<file path="config.mk">
export PLATFORM = sky130hd
export DESIGN_NAME = stage_wb
export DESIGN_NICKNAME = d
export VERILOG_FILES = /design/src/rtl/stage_wb.sv
export SDC_FILE = /design/constraint.sdc
export NUM_CORES = 1
export LEC_CHECK = 0
export CAP_MARGIN = 10
export CORE_MARGIN = 2
export CORE_UTILIZATION = 40
export CTS_CLUSTER_DIAMETER = 40
export DETAILED_ROUTE_END_ITERATION = 10
export GPL_TIMING_DRIVEN = 0
export HOLD_SLACK_MARGIN = 0.12
export PLACE_DENSITY = 0.73
export SYNTH_ARGS = -nofsm -noshare
export SYNTH_HDL_FRONTEND = slang
export SYNTH_SLANG_ARGS = --single-unit
</file>
<file path="constraint.sdc">
create_clock -name clk -period 4.6 [get_ports clk]
set_clock_uncertainty 0.05 [all_clocks]
set_input_delay 0.92 -clock clk [delete_from_list [all_inputs] [get_ports clk]]
set_output_delay 0.92 -clock clk [all_outputs]
set_load 0.01 [all_outputs]
</file>
<file path="src/rtl/stage_wb.sv">
// -----------------------------------------------------------------------------
// stage_wb : write-back stage of the multithreaded pipeline.
//
// Consumes the TL->WB pipeline register and retires instructions in the same
// cycle they arrive: register-file write, fetch redirect (jump, taken branch,
// iret, exception entry, store replay) and TLB writes. Per-thread exception
// state (rm0 = faulting pc, rm1 = faulting address, rm2 = cause) and the
// supervisor mode bit are registered here. Committed stores go into a FIFO
// store buffer that drains into the D-cache STORE interface, one per cycle.
//
// Ports:
//   clk, rst                 clock, asynchronous active-high reset
//   tl_*                     TL->WB pipeline register (thread, valid, TLB
//                            misses, dst, pc, r2, data, paddr, compare result,
//                            multiplier result, decode flags, tlbwrite kind)
//   rf_wen/thread/dst/data   register-file write port
//   redir_en/thread/pc       fetch redirect
//   replay                   store rejected (buffer full); thread refetches pc
//   itlb/dtlb_write_en,
//   write_vpn, write_ppn     TLB write port (supervisor mode only)
//   store_en/isbyte/addr/data, store_ready
//                            D-cache STORE interface (head of store buffer)
//   sb_empty                 store buffer holds no entries
//   mode                     per-thread supervisor bit (1 = supervisor)
// -----------------------------------------------------------------------------
module stage_wb #(
    parameter int          SB_DEPTH   = 4,
    parameter logic [31:0] EXC_VECTOR = 32'h0000_2000,
    parameter int          N_THREADS  = 4,
    parameter int          TID_W      = 2,
    parameter int          REG_W      = 5,
    parameter int          WORD_W     = 32,
    parameter int          PADDR_W    = 20,
    parameter int          PAGE_W     = 12
) (
    input  logic                        clk,
    input  logic                        rst,

    input  logic [TID_W-1:0]            tl_thread,
    input  logic                        tl_isvalid,
    input  logic                        tl_itlb_miss,
    input  logic                        tl_dtlb_miss,
    input  logic [REG_W-1:0]            tl_dst,
    input  logic [WORD_W-1:0]           tl_pc,
    input  logic [WORD_W-1:0]           tl_r2,
    input  logic [WORD_W-1:0]           tl_data,
    input  logic [PADDR_W-1:0]          tl_paddr,
    input  logic                        tl_isequal,
    input  logic [WORD_W-1:0]           tl_mul,
    input  logic                        tl_flag_mul,
    input  logic                        tl_flag_reg,
    input  logic                        tl_flag_jump,
    input  logic                        tl_flag_branch,
    input  logic                        tl_flag_iret,
    input  logic                        tl_flag_store,
    input  logic                        tl_flag_isbyte,
    input  logic [1:0]                  tl_flag_tlbwrite,

    output logic                        rf_wen,
    output logic [TID_W-1:0]            rf_thread,
    output logic [REG_W-1:0]            rf_dst,
    output logic [WORD_W-1:0]           rf_data,

    output logic                        redir_en,
    output logic [TID_W-1:0]            redir_thread,
    output logic [WORD_W-1:0]           redir_pc,
    output logic                        replay,

    output logic                        itlb_write_en,
    output logic                        dtlb_write_en,
    output logic [WORD_W-PAGE_W-1:0]    write_vpn,
    output logic [PADDR_W-PAGE_W-1:0]   write_ppn,

    output logic                        store_en,
    output logic                        store_isbyte,
    output logic [PADDR_W-1:0]          store_addr,
    output logic [WORD_W-1:0]           store_data,
    input  logic                        store_ready,

    output logic                        sb_empty,
    output logic [N_THREADS-1:0]        mode
);

    localparam int PTR_W = $clog2(SB_DEPTH);
    localparam int CNT_W = PTR_W + 1;
    localparam logic [CNT_W-1:0] SB_FULL = CNT_W'(SB_DEPTH);

    localparam logic [1:0] TLBW_NONE = 2'd0;
    localparam logic [1:0] TLBW_ITLB = 2'd1;
    localparam logic [1:0] TLBW_DTLB = 2'd2;

    localparam logic [WORD_W-1:0] CAUSE_ITLB = WORD_W'(1);
    localparam logic [WORD_W-1:0] CAUSE_DTLB = WORD_W'(2);

    // Per-thread exception state.
    logic [WORD_W-1:0] rm0 [N_THREADS];
    logic [WORD_W-1:0] rm1 [N_THREADS];
    logic [WORD_W-1:0] rm2 [N_THREADS];

    // Store buffer storage and bookkeeping.
    logic               sb_isbyte [SB_DEPTH];
    logic [PADDR_W-1:0] sb_addr   [SB_DEPTH];
    logic [WORD_W-1:0]  sb_data   [SB_DEPTH];
    logic [PTR_W-1:0]   sb_wrptr;
    logic [PTR_W-1:0]   sb_rdptr;
    logic [CNT_W-1:0]   sb_count;

    logic ret;
    logic exc;
    logic pop;
    logic accept;
    logic push;
    logic commit;
    logic tlb_ok;

    // ------------------------------------------------------------------
    // Retire / exception decode
    // ------------------------------------------------------------------
    assign ret = tl_isvalid & ~tl_itlb_miss & ~tl_dtlb_miss;
    assign exc = tl_isvalid & (tl_itlb_miss | tl_dtlb_miss);

    // A full buffer can still take a store when the head leaves this cycle.
    assign pop    = store_en & store_ready;
    assign accept = (sb_count < SB_FULL) | pop;
    assign replay = ret & tl_flag_store & ~accept;
    assign push   = ret & tl_flag_store & accept;

    // A replayed store does not retire, so none of its side effects happen.
    assign commit = ret & ~replay;

    assign rf_wen    = commit & tl_flag_reg;
    assign rf_thread = tl_thread;
    assign rf_dst    = tl_dst;
    assign rf_data   = tl_flag_mul ? tl_mul : tl_data;

    // Redirect priority: exception entry, then store replay, then control flow.
    always_comb begin
        // NOTE: every output of a combinational block gets a default first, so
        // no path through the if/else chain leaves it holding a value (latch).
        redir_en     = 1'b0;
        redir_thread = tl_thread;
        redir_pc     = tl_data;
        if (exc) begin
            redir_en = 1'b1;
            redir_pc = EXC_VECTOR;
        end else if (replay) begin
            redir_en = 1'b1;
            redir_pc = tl_pc;
        end else if (ret && tl_flag_iret) begin
            redir_en = 1'b1;
            redir_pc = rm0[tl_thread];
        end else if (ret && (tl_flag_jump || (tl_flag_branch && tl_isequal))) begin
            redir_en = 1'b1;
            redir_pc = tl_data;
        end
    end

    // TLB writes are privileged; in user mode the instruction retires as a no-op.
    assign tlb_ok        = commit & mode[tl_thread];
    assign itlb_write_en = tlb_ok & (tl_flag_tlbwrite == TLBW_ITLB);
    assign dtlb_write_en = tlb_ok & (tl_flag_tlbwrite == TLBW_DTLB);
    assign write_vpn     = tl_data[WORD_W-1:PAGE_W];
    assign write_ppn     = tl_r2[PADDR_W-PAGE_W-1:0];

    // ------------------------------------------------------------------
    // Per-thread exception state and supervisor mode
    // ------------------------------------------------------------------
    always_ff @(posedge clk or posedge rst) begin
        if (rst) begin
            // NOTE: sequential state is written with non-blocking assignments
            // so every flop samples its inputs as they were before the edge.
            mode <= '1;
            for (int t = 0; t < N_THREADS; t++) begin
                rm0[t] <= '0;
                rm1[t] <= '0;
                rm2[t] <= '0;
            end
        end else if (exc) begin
            rm0[tl_thread]  <= tl_pc;
            rm1[tl_thread]  <= tl_itlb_miss ? tl_pc : tl_data;
            rm2[tl_thread]  <= tl_itlb_miss ? CAUSE_ITLB : CAUSE_DTLB;
            mode[tl_thread] <= 1'b1;
        end else if (commit && tl_flag_iret) begin
            mode[tl_thread] <= 1'b0;
        end
    end

    // ------------------------------------------------------------------
    // Store buffer
    // ------------------------------------------------------------------
    always_ff @(posedge clk or posedge rst) begin
        if (rst) begin
            sb_wrptr <= '0;
            sb_rdptr <= '0;
            sb_count <= '0;
        end else begin
            // Pointers are PTR_W wide and SB_DEPTH is a power of two, so the
            // increment wraps modulo SB_DEPTH on its own.
            if (push) sb_wrptr <= sb_wrptr + 1'b1;
            if (pop)  sb_rdptr <= sb_rdptr + 1'b1;
            case ({push, pop})
                2'b10:   sb_count <= sb_count + 1'b1;
                2'b01:   sb_count <= sb_count - 1'b1;
                default: sb_count <= sb_count;
            endcase
        end
    end

    // NOTE: the entry storage has no reset; a cleared count makes every entry
    // invalid, so resetting the payload would only cost flops and routing.
    always_ff @(posedge clk) begin
        if (push) begin
            sb_isbyte[sb_wrptr] <= tl_flag_isbyte;
            sb_addr[sb_wrptr]   <= tl_paddr;
            sb_data[sb_wrptr]   <= tl_r2;
        end
    end

    assign store_en     = (sb_count != '0);
    assign sb_empty     = (sb_count == '0);
    assign store_isbyte = sb_isbyte[sb_rdptr];
    assign store_addr   = sb_addr[sb_rdptr];
    assign store_data   = sb_data[sb_rdptr];

    // Unused tlbwrite encoding kept explicit for readers of the decode.
    logic unused_tlbw_none;
    assign unused_tlbw_none = (tl_flag_tlbwrite == TLBW_NONE);

endmodule

</file>
# After elaboration in Yosys (flattened, before gate mapping)
# Memories as Yosys holds them, arrays and structs flattened.
# Index checks and enable logic that the tools add are counted.
# Widths: inputs -> output; s select.
# word_totals
register_bits,139
out_inout_bits,165
wordCells,80
ramBits,212
mem_count,3
# classes
order_cmp,5
mux,23
n_addsub,4
n_bitwise,22
n_reduce_logical,11
eq_ne,4
# mem_list
name,depth,width,rd,rd_ports_with_merged_regs,write_ports,line_no,source
sb_data,4,32,1,0,1,103,logic [WORD_W-1:0] sb_data [SB_DEPTH];
sb_addr,4,20,1,0,1,102,logic [PADDR_W-1:0] sb_addr [SB_DEPTH];
sb_isbyte,4,1,1,0,1,101,logic sb_isbyte [SB_DEPTH];
# op_table
op,count
$mux 32,7
$bwmux 128,1
$bmux 32 s2,1
$demux 32 s2,1
$and 1x1->1,12
$mux 1,8
$mux 4,2
$logic_and 1x1->1,6
$pmux 3 s2,1
$add 2x1->2 const B,2
$and 4x4->4,1
$eq 2x1->1 const B,2
$eq 2x2->1 const B,2
$not 1->1,4
$not 4->4,1
$or 4x4->4,1
$reduce_bool 2->1,2
$add 3x1->3 const B,1
$ge 3x3->1 const B,1
$logic_not 3->1,1
$lt 2x3->1 const B,1
$lt 3x1->1 const B,1
$lt 3x3->1 const B,1
$not 2->3,1
7 further kinds,8

# Logic depth before layout (Yosys ltp)
# Gate-level depths: netlist (run 1).
# logic_depth
ltp_word,10
depth_mapped,10
ltp_nobuf,9

# Least setup slack after synthesis (run 1)
# Ideal clock, no wire load.
# synth_path
kind,input-to-reg
startpoint,input port store_ready
endpoint,memory sb_addr[0][0] (enable)
arrival_ns,2.667
path_slack_ns,1.467
stages,3
setup_ns,0.416
required_ns,4.134
cell_sequence,nand2b_1 -> clkbuf_1 -> and3_1
# synth_via
elab_chain_len,5
# synth_rtl
item,line_no,source
from (decl),78,"input logic store_ready,"
$and 1x1->1,123,assign pop = store_en & store_ready;
$or 1x1->1,124,assign accept = (sb_count < SB_FULL) | pop;
$and 1x1->1,126,assign push = ret & tl_flag_store & accept;
$mux 1,212,if (push) begin
$mux 1 (not written as such),214,sb_addr[sb_wrptr] <= tl_paddr;
to (decl),102,
# Every way passes these cells.

# Final worst setup path (run 1)
# layout_path
startpoint,input port tl_isvalid
endpoint,output port redir_pc[29]
# layout_via
elab_chain_len,6
word_cells_on_any_way,9
cone_classes,mux (3); bitwise (5); reduce/logical (1)
# layout_rtl
item,line_no,source
from (decl),40,"input logic tl_isvalid,"
$and 1x1->1 (2 in a row),119,assign ret = tl_isvalid & ~tl_itlb_miss & ~tl_dtlb_miss;
$and 1x1->1 or $logic_and 1x1->1 (tied branches),"125, 149",
$and 1x1->1 or $mux 32 (tied branches),"125, 149",
$mux 32,146,end else if (replay) begin
$mux 32 (*),143,if (exc) begin
to (decl),66,"output logic [WORD_W-1:0] redir_pc,"
# Mark *: on every way between the ends. The rest lies on a longest branch, timed or not.

==> impl_metrics.tcl, run 1 <==
set metrics [dict create \
    ctsHtreeMaxLevel 2 \
    path_max_fanout 10 \
    drive_above_1_share_pct 27.9 \
    viasPerCell 5.27 \
    start_kind "primary input" \
    core_sq_um 37800 \
    cts-root-buf "clkbuf_16" \
    slew_headroom_pct 41.5 \
    synth_edf_count 212 \
    synth-main-ff-cell "edfxtp_1" \
    ys_async_sr_fraction_pct 39.6 \
    wire_per_inst_um 21.6 \
    setup_viol 0 \
    tightest_slew_ns 0.878 \
    synth_top_area_cell "edfxtp_1" \
    synth.most_common_cell "edfxtp_1" \
    synthesis.nets 1066 \
    grt_use_total_pct 19.4 \
    grt_max_degree 54 \
    grt_pass1_wl_mm 60.3 \
    fp.dieW_um 200 \
    cp-end-kind "output pin" \
    ant_nets 0 \
    drc 0 \
    synthTopCellsByArea "edfxtp_1, dfrtp_1, mux4_2" \
    numCtsBuffers 46 \
    fin_crit_sh_pct 98.0 \
    start_util_pct 40.8 \
    synth_cell_types 43 \
    cts_tree "done" \
    finalNetCount 1444 \
    netlist_top_cells_count "edfxtp_1, dfrtp_1, mux2_2, mux4_2, nand2_1" \
    ir_worst_vdd_v 0.000202 \
    ctsHoldBuffers 0 \
    synthesis.area_sq_um 15400 \
    syn_inst 889 \
    wl_mm 39.1 \
    worst_slack_ns 0.0901 \
    port_buffers 327 \
    fin_util_pct 55.5 \
    grt_pass1_vias 10300 \
    cp.arrival_ns 3.54 \
    synth.avg_cell_area_sq_um 17.4 \
    via_count 9553 \
    pre_cts_ws_ns -0.120 \
    yosysSeqAreaShare_pct 63.8 \
    post_dp_cell_area_sq_um 19400 \
    synth_seq_cells 351 \
    status "finished, final reports clean" \
    drv_slew 0 \
    hp-class "reg -> reg" \
    ys_warn_count 0 \
    area_delta_synth_final_pct 36.2 \
    hold_viol_final 0 \
    drt_iter0_markers 473 \
    grt_setup_unrepaired "no" \
    critical_path_class "in -> out" \
    powerDensity_nw_per_um2 475 \
    min_period_ns 4.51 \
    grt_antenna_before_repair 3 \
    hpwlAfterDp_mm 27.1 \
    cts.sink_count 351 \
    path_clk_slew_ns 0.05 \
    grt-ovfl-total 0 \
    ios 336 \
    maxCapViolations 0 \
    p_leak_uw 0.00766 \
    dieArea_sq_um 40200 \
    dieHeight_um 200 \
    clk_latency_ns 0.53 \
    gp_congestion 0.826 \
    synth_top_area_share_pct 41.3 \
    cts-root-to-sink-buffers 3 \
    row_count 71 \
    firstDrtPassIters 4 \
    fmax_ghz 0.222 \
    fin_hold_ws_ns 0.436 \
    worstPathRequired_ns 3.63 \
    design_area_sq_um 21000 \
]
==> worst max-delay path: stages <==
cell	delay [ns]
clkdlybuf4s50_1	0.66
and4bb_2	0.28
buf_2	0.23
nand2_2	0.21
buf_4	0.29
a311oi_2	0.32
clkdlybuf4s50_1	0.61
==> final timing paths <==
path / start / to / slack [ns] / depth (start not counted)
max: tl_isvalid / redir_pc[29] / 0.09 / 7
max in group asynchronous: rst / rm0[121] / 2.57 / 5
min: rm0[63] / rm0[63] / 0.44 / 1
max reg2reg: sb_count[2] / sb_data[2][23] / 2.13 / 3
min reg2reg: rm0[63] / rm0[63] / 0.44 / 1
min in group asynchronous: rst / rm0[7] / 0.78 / 2
==> registers in the layout, indices dropped and copies added, names as in the netlist, named ones only <==
register	count
rm0	128
sb_isbyte	4
sb_count	3
sb_rdptr	2
sb_data	128
sb_wrptr	2
sb_addr	80
==> power by group <==
group          total, uW  internal (uW)  switching [uW]
combinational       2570           1470            1100
clock               3570           2200            1370
sequential          3840           3680             154
total               9980           7360            2620
==> placed cells by master (no fill, tap or decap), drive strengths merged, types with 3 or more instances in the layout <==
| master | n |
|---|---|
| clkdlybuf4s50 | 325 |
| edfxtp | 212 |
| mux2 | 160 |
| dfrtp | 135 |
| mux4 | 86 |
| buf | 85 |
| clkbuf | 70 |
| nand2 | 65 |
| nor3 | 33 |
| a311oi | 31 |
| inv | 20 |
| clkinv | 14 |
| ha | 5 |
| bufinv | 5 |
| o21ai | 5 |
| and3 | 5 |
| dfstp | 4 |
| nand3 | 4 |
| xor2 | 3 |
| xnor2 | 3 |
| o2111ai | 3 |
| nor3b | 3 |
| clkinvlp | 3 |
==> logic make-up after synthesis <==
logic type	synth area share, %
adder cells (fa/ha/maj)	0.535
multiplexers	24.3
buffers and inverters	4.43
AO/OA/AOI/OAI	2.56
XOR/XNOR	0.341
flip-flops	63.8
AND/OR/NAND/NOR	3.98
==> cell type report <==
type	instances	area, sq um
antenna	1	2.50
buffer	97	633
clock buffer	55	1230
clock inverter	28	319
fill	3029	16800
inverter	14	56.3
multi-input combinational	427	4950
sequential	351	9850
tap	511	639
timing repair buffer	330	3340
==> stage by stage <==
step | total power [uW] | instances | TNS (ns)
2_1_floorplan | 5300 | 889 | 0
3_3_place_gp | 6430 | 1727 | -79.29
3_5_place_dp | 6490 | 1730 | -0.164
4_1_cts | 10100 | 1813 | 0
5_1_grt | 10400 | 1814 | 0
6_report | 9980 | 1814 | 0
==> metal layers <==
| layer | track usage (%) | part of all wire [%] | wire length (um) |
|---|---|---|---|
| met4 | 6.64 | 2.6 | 1030 |
| met5 | 0 | 0.059 | 23 |
| met1 | 24.9 | 41 | 15900 |
| met3 | 5.24 | 7.8 | 3040 |
| met2 | 31.9 | 49 | 19100 |
==> timing repair <==
item	CTS	global route
setup endpoints to repair	2	7
setup buffers	0	0
pin swaps	0	0
gates resized for setup	3	7
Power figures use the tool's default switching activity.
==> run 2: changes to the inputs <==
PLACE_DENSITY = 0.7   (was 0.73)
clock period = 5.2 ns   (was 4.6 ns; I/O delays follow)
==> impl_metrics.tcl, run 2 (synthesized netlist as in run 1, its figures left out) <==
set metrics [dict create \
    reg2regPathDepth 3 \
    whs_endpoint "rm0[1]" \
    core_sq_um 37800 \
    status "finished, final reports clean" \
    clk_latency_ns 0.53 \
    grt_antenna_before_repair 0 \
    dieArea_sq_um 40200 \
    hold_start "rm0[1]" \
    grt-ovfl-total 0 \
    grt_use_total_pct 19.3 \
    pwr-share-comb_pct 25.2 \
    p_seq_share_pct 37.6 \
    r2r_slack_ns 2.72 \
    finalNetCount 1445 \
    grt_pass1_vias 10100 \
    net-switching-power_uw 2320 \
    cts-root-buf "clkbuf_16" \
    use_met3_pct 4.30 \
    power_uw 9020 \
    drt_iter0_markers 449 \
    start_kind "primary input" \
    worst_slack_ns 0.365 \
    cp.arrival_ns 3.74 \
    pre_cts_ws_ns 0.338 \
    hold_viol_final 0 \
    crit_chain "clkdlybuf4s50_1 > and4bb_2 > buf_2 > nand2_2 > buf_4 > a311oi_1 > clkdlybuf4s50_1" \
    powerDensity_nw_per_um2 428 \
    worstPathRequired_ns 4.11 \
    path_max_fanout 10 \
    drive_above_1_share_pct 27.6 \
    ctsHoldBuffers 0 \
    power_frac_clock_pct 37.2 \
    start_util_pct 40.8 \
    wire_per_inst_um 21.5 \
    top_usage_layer "met2" \
    critical_path_class "in -> out" \
    min_period_ns 4.83 \
    viasPerCell 5.19 \
    drc 0 \
    ant_nets 0 \
    fp.dieW_um 200 \
    ir_worst_vdd_v 0.000194 \
    slew_headroom_pct 27.8 \
    hold_depth 1 \
    setup_viol 0 \
    fmax_ghz 0.207 \
    wl_mm 39.1 \
    grt_max_degree 85 \
    fin_crit_sh_pct 93.0 \
    slowest_delay_ns 0.65 \
    crit_slowest_cell "clkdlybuf4s50_1" \
    port_buffers 327 \
    ctsHtreeMaxLevel 2 \
    p_leak_uw 0.00768 \
    post_cts_buffers 0 \
    cellInternalPower_uw 6700 \
    numCtsBuffers 49 \
    timing.rr.end "sb_data[3][19]" \
    dieHeight_um 200 \
    drv_slew 0 \
    hp-class "reg -> reg" \
    maxCapViolations 0 \
    row_count 71 \
    firstDrtPassIters 5 \
    swShare_pct 25.7 \
    cpMostUsedCell "clkdlybuf4s50_1" \
    reg2reg_from "sb_count[2]" \
    grt.met1_usage_pct 25.1 \
    via_count 9436 \
    gp_congestion 0.840 \
    grt_setup_unrepaired "no" \
    area_delta_synth_final_pct 36.6 \
    fin_setup_tns_ns 0 \
    hpwlAfterDp_mm 27.2 \
    cts.sink_count 351 \
    cts-root-to-sink-buffers 3 \
    final_common_cell "clkdlybuf4s50_1" \
    tightest_slew_ns 1.08 \
    post_cts_resized 0 \
    largest_registers "rm0 (128), sb_data (128), sb_addr (80)" \
    use_met2_pct 32.4 \
    cts_tree "done" \
    path_clk_slew_ns 0.05 \
    grt_pass1_wl_mm 59.9 \
    cp-end-kind "output pin" \
    ios 336 \
    most-common-layout-cells "clkdlybuf4s50_1, edfxtp_1, dfrtp_1" \
]
run 2: worst max path at each step:
stage / endpoint / from / cells after the start
floorplan: rm0[0] / rst / 1
global placement: rm0[121] / rst / 2
detailed placement: redir_pc[11] / tl_isvalid / 7
CTS: redir_pc[11] / tl_isvalid / 7
global route: redir_pc[11] / tl_itlb_miss / 7
finish: redir_pc[11] / tl_itlb_miss / 7
run 2: layout make-up:
type	instances	area, sq um
Tap cell	511	639
Fill cell	3059	16800
Buffer	97	631
Timing Repair Buffer	328	3300
Clock inverter	30	342
Antenna cell	1	2.50
Inverter	14	57.6
Multi-Input combinational cell	427	4910
Sequential cell	351	9850
Clock buffer	60	1340
run 2: metal layers:
layer	vias up	part of all wire, %
met5	-	0
li1	4210	-
met3	52	6.8
met4	0	2.4
met2	359	49
met1	4815	42
run 2: through the flow:
step,hold WS [ns],std cells,util (%),area (sq um)
finish,0.433,1819,55.7,21100
global route,0.444,1818,55.7,21100
CTS,0.438,1818,55.7,21100
detailed placement,0.427,1728,51.2,19400
global placement,0.412,1727,51.1,19300
floorplan,0.402,889,-,15400
run 2: critical path, delay by kind of cell:
family	cells	cell delay, ns
compound gates	1	0.48
buf+inv	4	1.67
simple gates	2	0.55
run 2: power groups by stage:
stage / Sequential (uW) / Clock [uW] / Combinational [uW]
finish: 3390 / 3360 / 2270
global placement: 3430 / 0 / 2270
CTS: 3390 / 3420 / 2320
floorplan: 3400 / 0 / 1290
detailed placement: 3440 / 0 / 2310
global route: 3420 / 3550 / 2430
